--- src/rtl/mux_scan_ctrl.sv ---
// rtl/mux_scan_ctrl.sv - select-mux scan sequencer assembling one parallel frame per scan
// Frames leave over a valid/ready handshake; a lost frame sets the sticky overrun flag.
module mux_scan_ctrl #(
  parameter int NUM_CH = 4,
  parameter int SEL_W  = 2,
  parameter int SETTLE = 0
) (
  input  logic              clk,
  input  logic              rst_n,
  input  logic              start,
  input  logic              continuous,
  input  logic [NUM_CH-1:0] ch_mask,
  output logic [SEL_W-1:0]  sel,
  input  logic              mux_in,
  output logic [NUM_CH-1:0] data,
  output logic              data_valid,
  input  logic              data_ready,
  output logic              busy,
  output logic              overrun
);

  typedef enum logic {IDLE, SCAN} state_t;

  state_t            state_q, state_d;
  logic [SEL_W-1:0]  sel_q, sel_d;
  logic [3:0]        dwell_q, dwell_d;
  logic [NUM_CH-1:0] shadow_q, shadow_d;
  logic [NUM_CH-1:0] mask_q, mask_d;
  logic [NUM_CH-1:0] data_q, data_d;
  logic              valid_q, valid_d;
  logic              busy_q, busy_d;
  logic              overrun_q, overrun_d;

  logic [SEL_W-1:0]  low_idx;
  logic [SEL_W-1:0]  nxt_idx;
  logic              nxt_found;
  logic [NUM_CH-1:0] merged;
  logic              publish;
  logic [NUM_CH-1:0] pub_data;
  logic              clr_ovr;
  logic              consume;

  // Channel search: lowest enabled in the live mask, next enabled above sel in the latched mask.
  always_comb begin
    low_idx   = '0;
    nxt_idx   = '0;
    nxt_found = 1'b0;
    for (int i = NUM_CH - 1; i >= 0; i--) begin
      if (ch_mask[i]) begin
        low_idx = SEL_W'(i);
      end
      if (mask_q[i] && (i > int'(sel_q))) begin
        nxt_idx   = SEL_W'(i);
        nxt_found = 1'b1;
      end
    end
  end

  always_comb begin
    merged         = shadow_q;
    merged[sel_q]  = mux_in;
  end

  always_comb begin
    state_d  = state_q;
    sel_d    = sel_q;
    dwell_d  = dwell_q;
    shadow_d = shadow_q;
    mask_d   = mask_q;
    publish  = 1'b0;
    pub_data = '0;
    clr_ovr  = 1'b0;
    case (state_q)
      IDLE: begin
        if (start) begin
          if (|ch_mask) begin
            mask_d  = ch_mask;
            clr_ovr = 1'b1;
            sel_d   = low_idx;
            dwell_d = '0;
            state_d = SCAN;
          end else begin
            publish  = 1'b1;
            pub_data = '0;
          end
        end
      end
      SCAN: begin
        if (dwell_q == 4'(SETTLE)) begin
          shadow_d = merged;
          dwell_d  = '0;
          if (nxt_found) begin
            sel_d = nxt_idx;
          end else begin
            publish  = 1'b1;
            pub_data = merged & mask_q;
            // Continuous mode picks up the live mask only at the frame boundary.
            if (continuous) begin
              mask_d = ch_mask;
              if (|ch_mask) begin
                sel_d = low_idx;
              end else begin
                sel_d   = '0;
                state_d = IDLE;
              end
            end else begin
              sel_d   = '0;
              state_d = IDLE;
            end
          end
        end else begin
          dwell_d = dwell_q + 4'd1;
        end
      end
      default: state_d = IDLE;
    endcase
  end

  // A publish on the consuming edge replaces the frame without counting as an overrun.
  always_comb begin
    consume   = valid_q & data_ready;
    data_d    = publish ? pub_data : data_q;
    valid_d   = publish | (valid_q & ~consume);
    overrun_d = clr_ovr ? 1'b0 : (overrun_q | (publish & valid_q & ~data_ready));
    busy_d    = (state_d == SCAN);
  end

  always_ff @(posedge clk or negedge rst_n) begin
    if (!rst_n) begin
      state_q   <= IDLE;
      sel_q     <= '0;
      dwell_q   <= '0;
      shadow_q  <= '0;
      mask_q    <= '0;
      data_q    <= '0;
      valid_q   <= 1'b0;
      busy_q    <= 1'b0;
      overrun_q <= 1'b0;
    end else begin
      state_q   <= state_d;
      sel_q     <= sel_d;
      dwell_q   <= dwell_d;
      shadow_q  <= shadow_d;
      mask_q    <= mask_d;
      data_q    <= data_d;
      valid_q   <= valid_d;
      busy_q    <= busy_d;
      overrun_q <= overrun_d;
    end
  end

  assign sel        = sel_q;
  assign data       = data_q;
  assign data_valid = valid_q;
  assign busy       = busy_q;
  assign overrun    = overrun_q;

endmodule

--- config.mk ---
export PLATFORM = sky130hd
export DESIGN_NAME = mux_scan_ctrl
export DESIGN_NICKNAME = d
export VERILOG_FILES = /design/src/rtl/mux_scan_ctrl.sv
export SDC_FILE = /design/constraint.sdc
export NUM_CORES = 1
export LEC_CHECK = 0
export CORE_MARGIN = 10
export CORE_UTILIZATION = 36
export DETAILED_ROUTE_END_ITERATION = 6
export PLACE_DENSITY = 0.64
export REMOVE_ABC_BUFFERS = 1
export SLEW_MARGIN = 20
export SYNTH_ARGS = -nofsm -noshare
export SYNTH_HDL_FRONTEND = slang
export SYNTH_SLANG_ARGS = --single-unit
--- constraint.sdc ---
create_clock -name clk -period 2.68 [get_ports clk]
set_input_delay 0.67 -clock clk [delete_from_list [all_inputs] [get_ports clk]]
set_output_delay 0.67 -clock clk [all_outputs]
set_load 0.005 [all_outputs]
==> impl_metrics.csv, run 1 <==
group,metric,value,unit
run_status,status,"complete, no violations",
die,io_pins,19,
route,routed-via-count,990,
synthesis,ys_warn_count,0,
timing,fin_crit_sh,81.6,%
layout,fillers,307,
synthesis,syn-cell-area,0.00120,sq mm
synthesis,synthArstFlopShare,100,%
setup_path,r2r-start,"dwell_q[0]$_DFFE_PN0P_",
setup_path,worst_path_max_delay_cell,"or4_1",
setup_path,slowest_delay,0.66,ns
route,drt_iter0_markers,80,
synthesis,ys_seq_elements,21,
route,drtPass1Iterations,4,
clock_network,clk_pin_slew,0.11,ns
route,routedWlPerCell,14.1,um
layout,num_antenna_cells,0,
pwr,total_power,1.50,mW
synthesis,synth_cells,129,
layout,final_util,46.2,%
synthesis,synthAdderAreaFrac,2.08,%
pwr,ir_drop,0.000365,V
global_routing,grt_max_degree,22,
setup_path,crit_type,"input port to flip-flop",
timing,max_slew_margin,72.2,%
setup_path,r2r_end,"data[2]$_DFFE_PN0P_",
timing,setup_viol,0,
clock_network,htreeDepth,1,
layout,final_net_count,159,
global_routing,track_usage,8.73,%
setup_path,crit_chain,"clkdlybuf4s50_1, or4_1, nand2_1, o21a_1, o211ai_1",
global_routing,grt_pass1_vias,971,
setup_path,worst_setup_path_end_kind,"flip-flop",
clock_network,cts_buffer_depth,2,
timing,hold_ws,0.515,ns
timing,fin_ws,0.492,ns
synthesis,synth_edf_count,0,
synthesis,synth_compound_area_share,24.1,%
setup_path,arrival,2.36,ns
die,die_h,77.9,um
synthesis,ys.flop_type,"dfrtp_1",
setup_path,crit_fanout,6,
timing,fmax,0.457,GHz
synthesis,synth_top_family_by_area,"compound AO/OA/AOI/OAI gates",
route,viasPerCell,5.21,
pwr,power_leakage,0.618,nW
synthesis,synth-simple-area-share,18.0,%
setup_path,r2r_slack,0.57,ns
synthesis,yosysTopAreaCellShare,43.6,%
timing,maxSlewViolCount,0,
worst_hold_path,min_path_type,"flip-flop to flip-flop",
worst_hold_path,hold_path_startpoint,"shadow_q[0]$_DFFE_PN0P_",
layout,layout-drive-gt1-share,8.22,%
synthesis,synth_area_leader_cell,"dfrtp_1",
die,die-width,77.9,um
synthesis,synth_mux_area_share,6.02,%
pwr,power_density,1040,mW/mm^2
placement,portBuffers,18,
clock_network,cts_resized,0,
setup_path,cp-start-kind,"input port",
die,start_util,38.5,%
clock_network,clk_latency,0.29,ns
synthesis,synth_cell_types,36,
clock_network,ctsHoldBuffers,0,
clock_network,cts_tree,"done",
timing,rsz0062_at_grt,"false",
clock_network,cts.sinks,21,
timing,finalHoldViolations,0,
placement,place_ws,0.175,ns
clock_network,postCtsSetupBuffers,0,
timing,tightest_slew,0.413,ns
setup_path,worstPathRequired,2.86,ns
die,die_area,0.00606,sq mm
worst_hold_path,hold_end,"shadow_q[0]$_DFFE_PN0P_",
synthesis,synth_xor_area_share,0.727,%
die,core-area,0.00313,sq mm
timing,skew,0.00342,ns
synthesis,synth_seq_area_share,43.6,%
job,max_cap_viol_count,0,
global_routing,grt_antenna_before_repair,0,
timing,finalSetupTns,0,ns
clock_network,cts_inserted_buffers,3,
clock_network,root_buffer,"clkbuf_4",
route,drtAntennaViolNets,0,
synthesis,synth_area_per_cell,9.34,sq um
worst_hold_path,worstHoldPathCells,1,
placement,gp_congestion,0.823,
synthesis,synth_area_leaders,"dfrtp_1, nand2_1, mux2i_1, a21oi_1, o211ai_1",
die,core.rowCount,20,
timing,fin_crit,2.19,ns
global_routing,grt_pass1_wl,4.44,mm
route,finalWirelength,2.68,mm
layout,area_delta_synth_final,19.9,%
placement,dp_hpwl,2.09,mm
route,drc,0,
setup_path,reg2regPathDepth,6,
global_routing,grt-ovfl-total,0,
-- worst max path at each step --
| stage | cells after the start | from | slack (ns) | endpoint |
|---|---|---|---|---|
| 2_1_floorplan | 6 | dwell_q[0]$_DFFE_PN0P_ | 0.77 | data[1]$_DFFE_PN0P_ |
| 3_3_place_gp | 5 | ch_mask[2] | 0.22 | mask_q[1]$_DFFE_PN0P_ |
| 3_5_place_dp | 5 | ch_mask[2] | 0.17 | mask_q[2]$_DFFE_PN0P_ |
| 4_1_cts | 5 | ch_mask[2] | 0.51 | mask_q[2]$_DFFE_PN0P_ |
| 5_1_grt | 5 | ch_mask[2] | 0.43 | mask_q[1]$_DFFE_PN0P_ |
| 6_report | 5 | ch_mask[2] | 0.49 | mask_q[2]$_DFFE_PN0P_ |
-- power breakdown --
group	leakage, nW	internal, mW	switching, mW
logic	0.369	0.393	0.374
registers	0.234	0.447	0.141
clock network	0.0150	0.0579	0.0891
-- worst max-delay path: cells and delay by family --
family          cells  cell delay [ns]
simple gates        2             0.88
buf+inv             1             0.45
compound gates      2             0.36
-- kinds of logic (layout without fill, tap and decap cells) --
| kind of cell | after synthesis | after routing |
|---|---|---|
| adder cells (fa/ha/maj) | 2 | 2 |
| buffers and inverters | 15 | 32 |
| AO/OA/AOI/OAI | 41 | 41 |
| multiplexers | 7 | 7 |
| AND/OR/NAND/NOR | 42 | 42 |
| XOR/XNOR | 1 | 1 |
| flip-flops | 21 | 21 |
-- cell usage in the layout (no fill, tap or decap), types with 5 or more instances in the layout --
cell type / n
dfrtp_1: 21
clkdlybuf4s50_1: 18
nand2_1: 16
a21oi_1: 9
nor2_1: 9
inv_1: 7
nand2b_1: 6
o211ai_1: 6
mux2i_1: 5
o21ai_1: 5
-- synth_stat cells (all sizes together) (3+ instances only) --
master   n
inv      8
nand2   16
mux2i    5
nor2     9
a21oi    9
o211ai   6
clkbuf   4
o31ai    3
o21ai    9
nand2b   7
o311ai   3
dfrtp   21
buf      3
-- state kept, by name, summed over array words and instances, names as in the netlist --
name	cells
busy	1
shadow_q	4
mask_q	4
overrun	1
data_valid	1
data	4
dwell_q	4
sel	2
-- metrics by stage --
stage / std cells / cell area, sq um
global placement: 186 / 1420
detailed placement: 186 / 1420
global route: 190 / 1450
CTS: 190 / 1450
finish: 190 / 1450
floorplan: 122 / 1170
-- routing by layer --
layer | global-route usage (%) | routed length [um]
met5 | 0 | 0
met4 | 4.93 | 36
met3 | 1.84 | 136
met2 | 13.1 | 1240
met1 | 11.3 | 1270
-- cell type report --
type / instances / area [sq um] / share of cell area, %
clock buffer: 4 / 26.3 / 1.82
inverter: 8 / 30.0 / 2.08
multi-input combinational: 93 / 613 / 42.4
sequential: 21 / 526 / 36.4
tap: 44 / 55.1 / 3.81
timing repair buffer: 20 / 195 / 13.5
(Power assumes the default switching activity.)
==> run 2, diff against run 1 <==
--- a/config.mk
+++ b/config.mk
@@ -8,7 +8,7 @@
 export CORE_MARGIN = 10
 export CORE_UTILIZATION = 36
 export DETAILED_ROUTE_END_ITERATION = 6
-export PLACE_DENSITY = 0.64
+export PLACE_DENSITY = 0.66
 export REMOVE_ABC_BUFFERS = 1
 export SLEW_MARGIN = 20
 export SYNTH_ARGS = -nofsm -noshare
==> constraint.sdc (replaced) <==
create_clock -name clk -period 1.75 [get_ports clk]
set_input_delay 0.4375 -clock clk [delete_from_list [all_inputs] [get_ports clk]]
set_output_delay 0.4375 -clock clk [all_outputs]
set_load 0.005 [all_outputs]
==> run 2 against run 1 <==
The flow now finishes with violations (setup timing). Hold slack worse by 0.069 ns. Cell area is 21% higher. Core utilization grew 9.8 points. Sequential power is 46% higher. Cell count rose by 14%. Clock skew increased by 0.0047 ns. Routed wire length is 24% higher. Critical path depth grew 2. Largest cell class unchanged. Largest power group unchanged. Highest routed layer unchanged.
==> impl_metrics.csv, run 2 (synthesis gave the netlist of run 1 again) <==
group,metric,value,unit
run_status,status,"finished, violations left",
run_status,violations,"setup timing",
die,die-width,77.9,um
timing,max_slew_margin,74.8,%
clock_network,htreeDepth,1,
route,routedWlPerCell,15.4,um
route,drtPass1Iterations,4,
global_routing,grt_antenna_before_repair,0,
die,die_area,0.00606,sq mm
placement,place_ws,-0.439,ns
setup_path,crit_fanout,8,
job,max_cap_viol_count,0,
timing,fin_ws,-0.0588,ns
global_routing,grt-ovfl-total,0,
layout,fillers,289,
setup_path,arrival,2.00,ns
global_routing,track_usage,10.5,%
global_routing,grt_pass1_vias,1182,
timing,tightest_slew,0.368,ns
timing,setup_viol,2,
placement,portBuffers,18,
route,viasPerCell,5.35,
setup_path,crit_chain,"inv_2, ha_4, nand2b_4, or3_4, buf_4, o311ai_2, o31ai_4",
clock_network,ctsHoldBuffers,0,
placement,dp_hpwl,2.26,mm
global_routing,grt_max_degree,22,
pwr,power_leakage,0.773,nW
route,drc,0,
setup_path,worst_setup_path_end_kind,"flip-flop",
layout,layout_commonest_cell,"buf_4",
worst_hold_path,min_path_type,"input port to async pin",
global_routing,grt_pass1_wl,5.33,mm
pwr,ir_drop,0.000455,V
die,core.rowCount,20,
layout,final_cell_mix,"buf_4, dfrtp_1, clkdlybuf4s50_1",
clock_network,root_buffer,"clkbuf_4",
clock_network,clk_latency,0.32,ns
clock_network,cts_buffer_depth,2,
clock_network,cts_tree,"done",
die,io_pins,19,
setup_path,crit_type,"flip-flop to flip-flop",
timing,fin_crit,1.81,ns
pwr,intPower,1.70,mW
route,drtAntennaViolNets,0,
pwr,clockPowerShare,8.6,%
setup_path,cp-start-kind,"flip-flop",
timing,hold_ws,0.446,ns
pwr,sw_frac_of_total,40.2,%
timing,skew,0.00816,ns
layout,stdcell_area,0.00175,sq mm
layout,multi_input_comb_area,713,sq um
clock_network,cts_inserted_buffers,3,
route,drt_iter0_markers,64,
route,finalWirelength,3.32,mm
die,start_util,38.5,%
pwr,power_density,1620,mW/mm^2
setup_path,worst_path_max_delay_cell,"dfrtp_1",
route,routed-via-count,1156,
pwr,pwr-share-comb,61.2,%
clock_network,clk_pin_slew,0.12,ns
timing,finalHoldViolations,0,
timing,fin_crit_sh,103,%
placement,gp_congestion,0.880,
layout,num_antenna_cells,0,
layout,ff_latch_area,527,sq um
pwr,power_frac_seq,30.2,%
clock_network,cts.sinks,21,
setup_path,slowest_delay,0.41,ns
pwr,switchingPower,1.14,mW
setup_path,worstPathRequired,1.94,ns
layout,layout-drive-gt1-share,30.8,%
timing,fmax,0.553,GHz
die,die_h,77.9,um
timing,rsz0062_at_grt,"true",
placement,dpl_cell_area,0.00155,sq mm
die,core-area,0.00313,sq mm
timing,maxSlewViolCount,0,
layout,final_net_count,185,
layout,area_delta_synth_final,45.3,%
[run 2: cell count changes in the layout (fill, tap and decap cells not counted), moves of 2 or more]
cell / previous run / this run
inv_2: 1 / 3
or3_4: 0 / 2
or3_1: 2 / 0
buf_4: 2 / 27
o311ai_1: 3 / 0
clkdlybuf4s50_1: 18 / 16
o311ai_2: 0 / 3
inv_1: 7 / 5
dlymetal6s2s_1: 0 / 2
[run 2: routing by layer]
metal	routed length [um]	vias to the layer above	GRT usage [%]
li1	-	551	-
met2	1660	52	17.6
met4	81	0	5.29
met3	191	7	2.65
met1	1390	546	12.2
met5	0	-	0
[run 2: power by group through the flow]
stage | logic, mW | clock network, mW | registers (mW)
after floorplan | 0.785 | 0 | 0.863
after global placement | 1.37 | 0 | 0.845
after detailed placement | 1.41 | 0 | 0.860
after CTS | 1.49 | 0.236 | 0.853
after global routing | 1.89 | 0.269 | 0.885
final | 1.74 | 0.244 | 0.859
[run 2: area by class of cell]
| cell class | instances | share of cell area (%) |
|---|---|---|
| Inverter | 8 | 1.72 |
| Sequential cell | 21 | 30.1 |
| Clock buffer | 4 | 1.50 |
| Multi-Input combinational cell | 93 | 40.7 |
| Timing Repair Buffer | 46 | 22.8 |
| Tap cell | 44 | 3.15 |
[run 2: what timing repair did]
| item | CTS | global route |
|---|---|---|
| setup buffers | 3 | 5 |
| pin swaps | 1 | 1 |
| resized for setup | 9 | 14 |
| cloned | 0 | 0 |
| hold endpoints to repair | 0 | 0 |
| setup endpoints to repair | 13 | 14 |
[run 2: worst max-delay path: cells and delay by family, from the launching register on]
kind,cells,cell delay (ns)
AO/OA/AOI/OAI,2,0.48
adder cells (fa/ha/maj),1,0.15
buffers and inverters,2,0.26
flip-flops,1,0.41
AND/OR/NAND/NOR,2,0.38
[run 2: per-stage QoR]
stage | power [mW] | TNS (ns) | utilization [%] | std cells
6_report | 2.84 | -0.0795 | 56.0 | 216
2_1_floorplan | 1.65 | -0.672 | - | 122
4_1_cts | 2.58 | -0.0760 | 52.3 | 211
3_3_place_gp | 2.21 | -5.14 | 49.7 | 204
3_5_place_dp | 2.27 | -5.77 | 49.7 | 204
5_1_grt | 3.05 | -0.326 | 56.0 | 216
[run 2: path summary, 6_finish.rpt]
| path | to | slack, ns | cells past startpoint | from |
|---|---|---|---|---|
| setup / recovery | data[2]$_DFFE_PN0P_ | -0.06 | 7 | dwell_q[0]$_DFFE_PN0P_ |
| hold / removal | overrun$_DFF_PN0_ | 0.45 | 2 | rst_n |
| setup reg to reg | data[2]$_DFFE_PN0P_ | -0.06 | 7 | dwell_q[0]$_DFFE_PN0P_ |
| hold reg to reg | shadow_q[0]$_DFFE_PN0P_ | 0.50 | 1 | shadow_q[0]$_DFFE_PN0P_ |
| max in group asynchronous | sel[1]$_DFFE_PN0P_ | 1.06 | 2 | rst_n |
| min in group clk | shadow_q[0]$_DFFE_PN0P_ | 0.50 | 1 | shadow_q[0]$_DFFE_PN0P_ |
==> run 3, diff against run 2 <==
--- a/config.mk
+++ b/config.mk
@@ -5,10 +5,11 @@
 export SDC_FILE = /design/constraint.sdc
 export NUM_CORES = 1
 export LEC_CHECK = 0
+export ABC_AREA = 0
 export CORE_MARGIN = 10
 export CORE_UTILIZATION = 36
 export DETAILED_ROUTE_END_ITERATION = 6
-export PLACE_DENSITY = 0.66
+export PLACE_DENSITY = 0.64
 export REMOVE_ABC_BUFFERS = 1
 export SLEW_MARGIN = 20
 export SYNTH_ARGS = -nofsm -noshare
==> constraint.sdc (replaced) <==
create_clock -name clk -period 1.7 [get_ports clk]
set_input_delay 0.425 -clock clk [delete_from_list [all_inputs] [get_ports clk]]
set_output_delay 0.425 -clock clk [all_outputs]
set_load 0.005 [all_outputs]
==> run 3 against run 2 <==
The flow still finishes with violations (setup timing). Total power up 6.0%. Clock skew down 0.0017 ns. Routed wire length grew 1.7%. Global-route usage grew 0.35 points. Clock-buffer cell count is the same. Sequential power increased by 2%. Worst setup slack worse by 0.047 ns. Non-clock buffer count up 6. Flip-flop and latch count unchanged. Critical path type unchanged. Largest power group unchanged.
==> impl_metrics.csv, run 3 (synthesis gave the netlist of run 1 again) <==
group,metric,value,unit
route,drt_iter0_markers,88,
clock_network,ctsHoldBuffers,0,
layout,layout_commonest_cell,"buf_4",
worst_hold_path,min_path_type,"input port to async pin",
setup_path,crit_type,"flip-flop to flip-flop",
clock_network,cts_inserted_buffers,3,
setup_path,cp-start-kind,"flip-flop",
die,die-width,77.9,um
global_routing,grt_pass1_vias,1146,
timing,fmax,0.554,GHz
global_routing,track_usage,10.9,%
timing,tightest_slew,0.329,ns
setup_path,crit_buf_inv,2,
timing,fin_crit_sh,106,%
clock_network,cts_tree,"done",
die,die_area,0.00606,sq mm
setup_path,worstPathRequired,1.88,ns
job,max_cap_viol_count,0,
layout,final_cells,222,
setup_path,cp_top_family,"compound AO/OA/AOI/OAI gates",
layout,stdcell_area,0.00181,sq mm
clock_network,cts.sinks,21,
layout,area_delta_synth_final,49.8,%
layout,layout-drive-gt1-share,32.6,%
clock_network,clk_latency,0.30,ns
timing,skew,0.00650,ns
run_status,status,"finished, violations left",
clock_network,htreeDepth,1,
pwr,power_leakage,0.844,nW
route,routed-via-count,1173,
route,viasPerCell,5.28,
die,core-area,0.00313,sq mm
placement,gp_congestion,0.863,
global_routing,grt_antenna_before_repair,0,
timing,max_slew_margin,77.4,%
route,drtAntennaViolNets,0,
die,io_pins,19,
run_status,violations,"setup timing",
clock_network,root_buffer,"clkbuf_4",
global_routing,grt_pass1_wl,5.49,mm
global_routing,grt_max_degree,22,
layout,final_net_count,191,
placement,dp.cells,209,
global_routing,grt-ovfl-total,0,
timing,rsz0062_at_grt,"true",
layout,num_antenna_cells,0,
setup_path,arrival,1.99,ns
setup_path,worst_path_max_delay_cell,"dfrtp_1",
pwr,ir_drop,0.000460,V
timing,fin_ws,-0.106,ns
route,drtPass1Iterations,4,
timing,setup_viol,6,
placement,dpl_cell_area,0.00159,sq mm
timing,maxSlewViolCount,0,
placement,portBuffers,18,
pwr,power_density,1670,mW/mm^2
route,drc,0,
die,start_util,38.5,%
timing,fin_crit,1.81,ns
setup_path,crit_chain,"inv_1, ha_4, nand2b_4, or3_4, buf_4, o311ai_2, o31ai_4",
clock_network,clk_pin_slew,0.12,ns
timing,finalHoldViolations,0,
setup_path,slowest_delay,0.40,ns
placement,dp_hpwl,2.35,mm
setup_path,crit_fanout,8,
setup_path,worst_setup_path_end_kind,"flip-flop",
route,routedWlPerCell,15.2,um
layout,final_cell_mix,"buf_4, dfrtp_1, nand2_1",
route,finalWirelength,3.38,mm
die,core.rowCount,20,
clock_network,cts_buffer_depth,2,
die,die_h,77.9,um
run 3: cell count changes in the layout (fill, tap and decap cells not counted), sizes merged:
cell and change:
dlygate4sd2 +1, dlymetal6s2s +3, buf +6, clkdlybuf4s50 -4
run 3: layout make-up:
class,instances,area (sq um)
Fill cell,282,1320
Inverter,8,30.0
Clock buffer,4,26.3
Sequential cell,21,527
Multi-Input combinational cell,93,717
Timing Repair Buffer,52,450
Tap cell,44,55.1
run 3: per-layer routing:
layer | up-vias | global-route usage (%) | part of all wire, %
li1 | 564 | - | -
met1 | 575 | 13.2 | 44
met2 | 30 | 18.9 | 51
met3 | 4 | 1.04 | 2.7
met4 | 0 | 4.93 | 1.7
met5 | - | 0 | 0
run 3: timing repair:
action,in CTS,in global routing
gates resized for setup,12,16
setup buffers,6,3
pin swaps,2,4
hold endpoints to repair,0,0
endpoints found under the setup margin,18,17
run 3: per-stage QoR:
step	setup TNS (ns)	power [mW]	hold WS [ns]	util (%)	worst slack, ns
floorplan	-0.972	1.70	0.129	-	-0.210
global placement	-5.64	2.36	0.474	50.9	-0.409
detailed placement	-6.15	2.41	0.502	50.9	-0.443
CTS	-0.316	2.81	0.462	54.6	-0.0699
global route	-0.794	3.25	0.477	57.7	-0.145
finish	-0.253	3.01	0.454	57.7	-0.106
run 3: worst paths after layout:
check                                   startpoint                      end  slack, ns  depth (start not counted)
max reg2reg                 dwell_q[1]$_DFFE_PN0P_      data[2]$_DFFE_PN0P_      -0.11                          7
min                                          rst_n   dwell_q[1]$_DFFE_PN0P_       0.45                          2
min in group clk           shadow_q[0]$_DFFE_PN0P_  shadow_q[0]$_DFFE_PN0P_       0.52                          1
max in group asynchronous                    rst_n       sel[1]$_DFFE_PN0P_       1.00                          2
min reg2reg                shadow_q[0]$_DFFE_PN0P_  shadow_q[0]$_DFFE_PN0P_       0.52                          1
max                         dwell_q[1]$_DFFE_PN0P_      data[2]$_DFFE_PN0P_      -0.11                          7
run 3: power breakdown:
group	switching, mW	total, mW	internal [mW]
registers	0.165	0.872	0.708
logic	0.864	1.90	1.03
clock network	0.151	0.242	0.0915
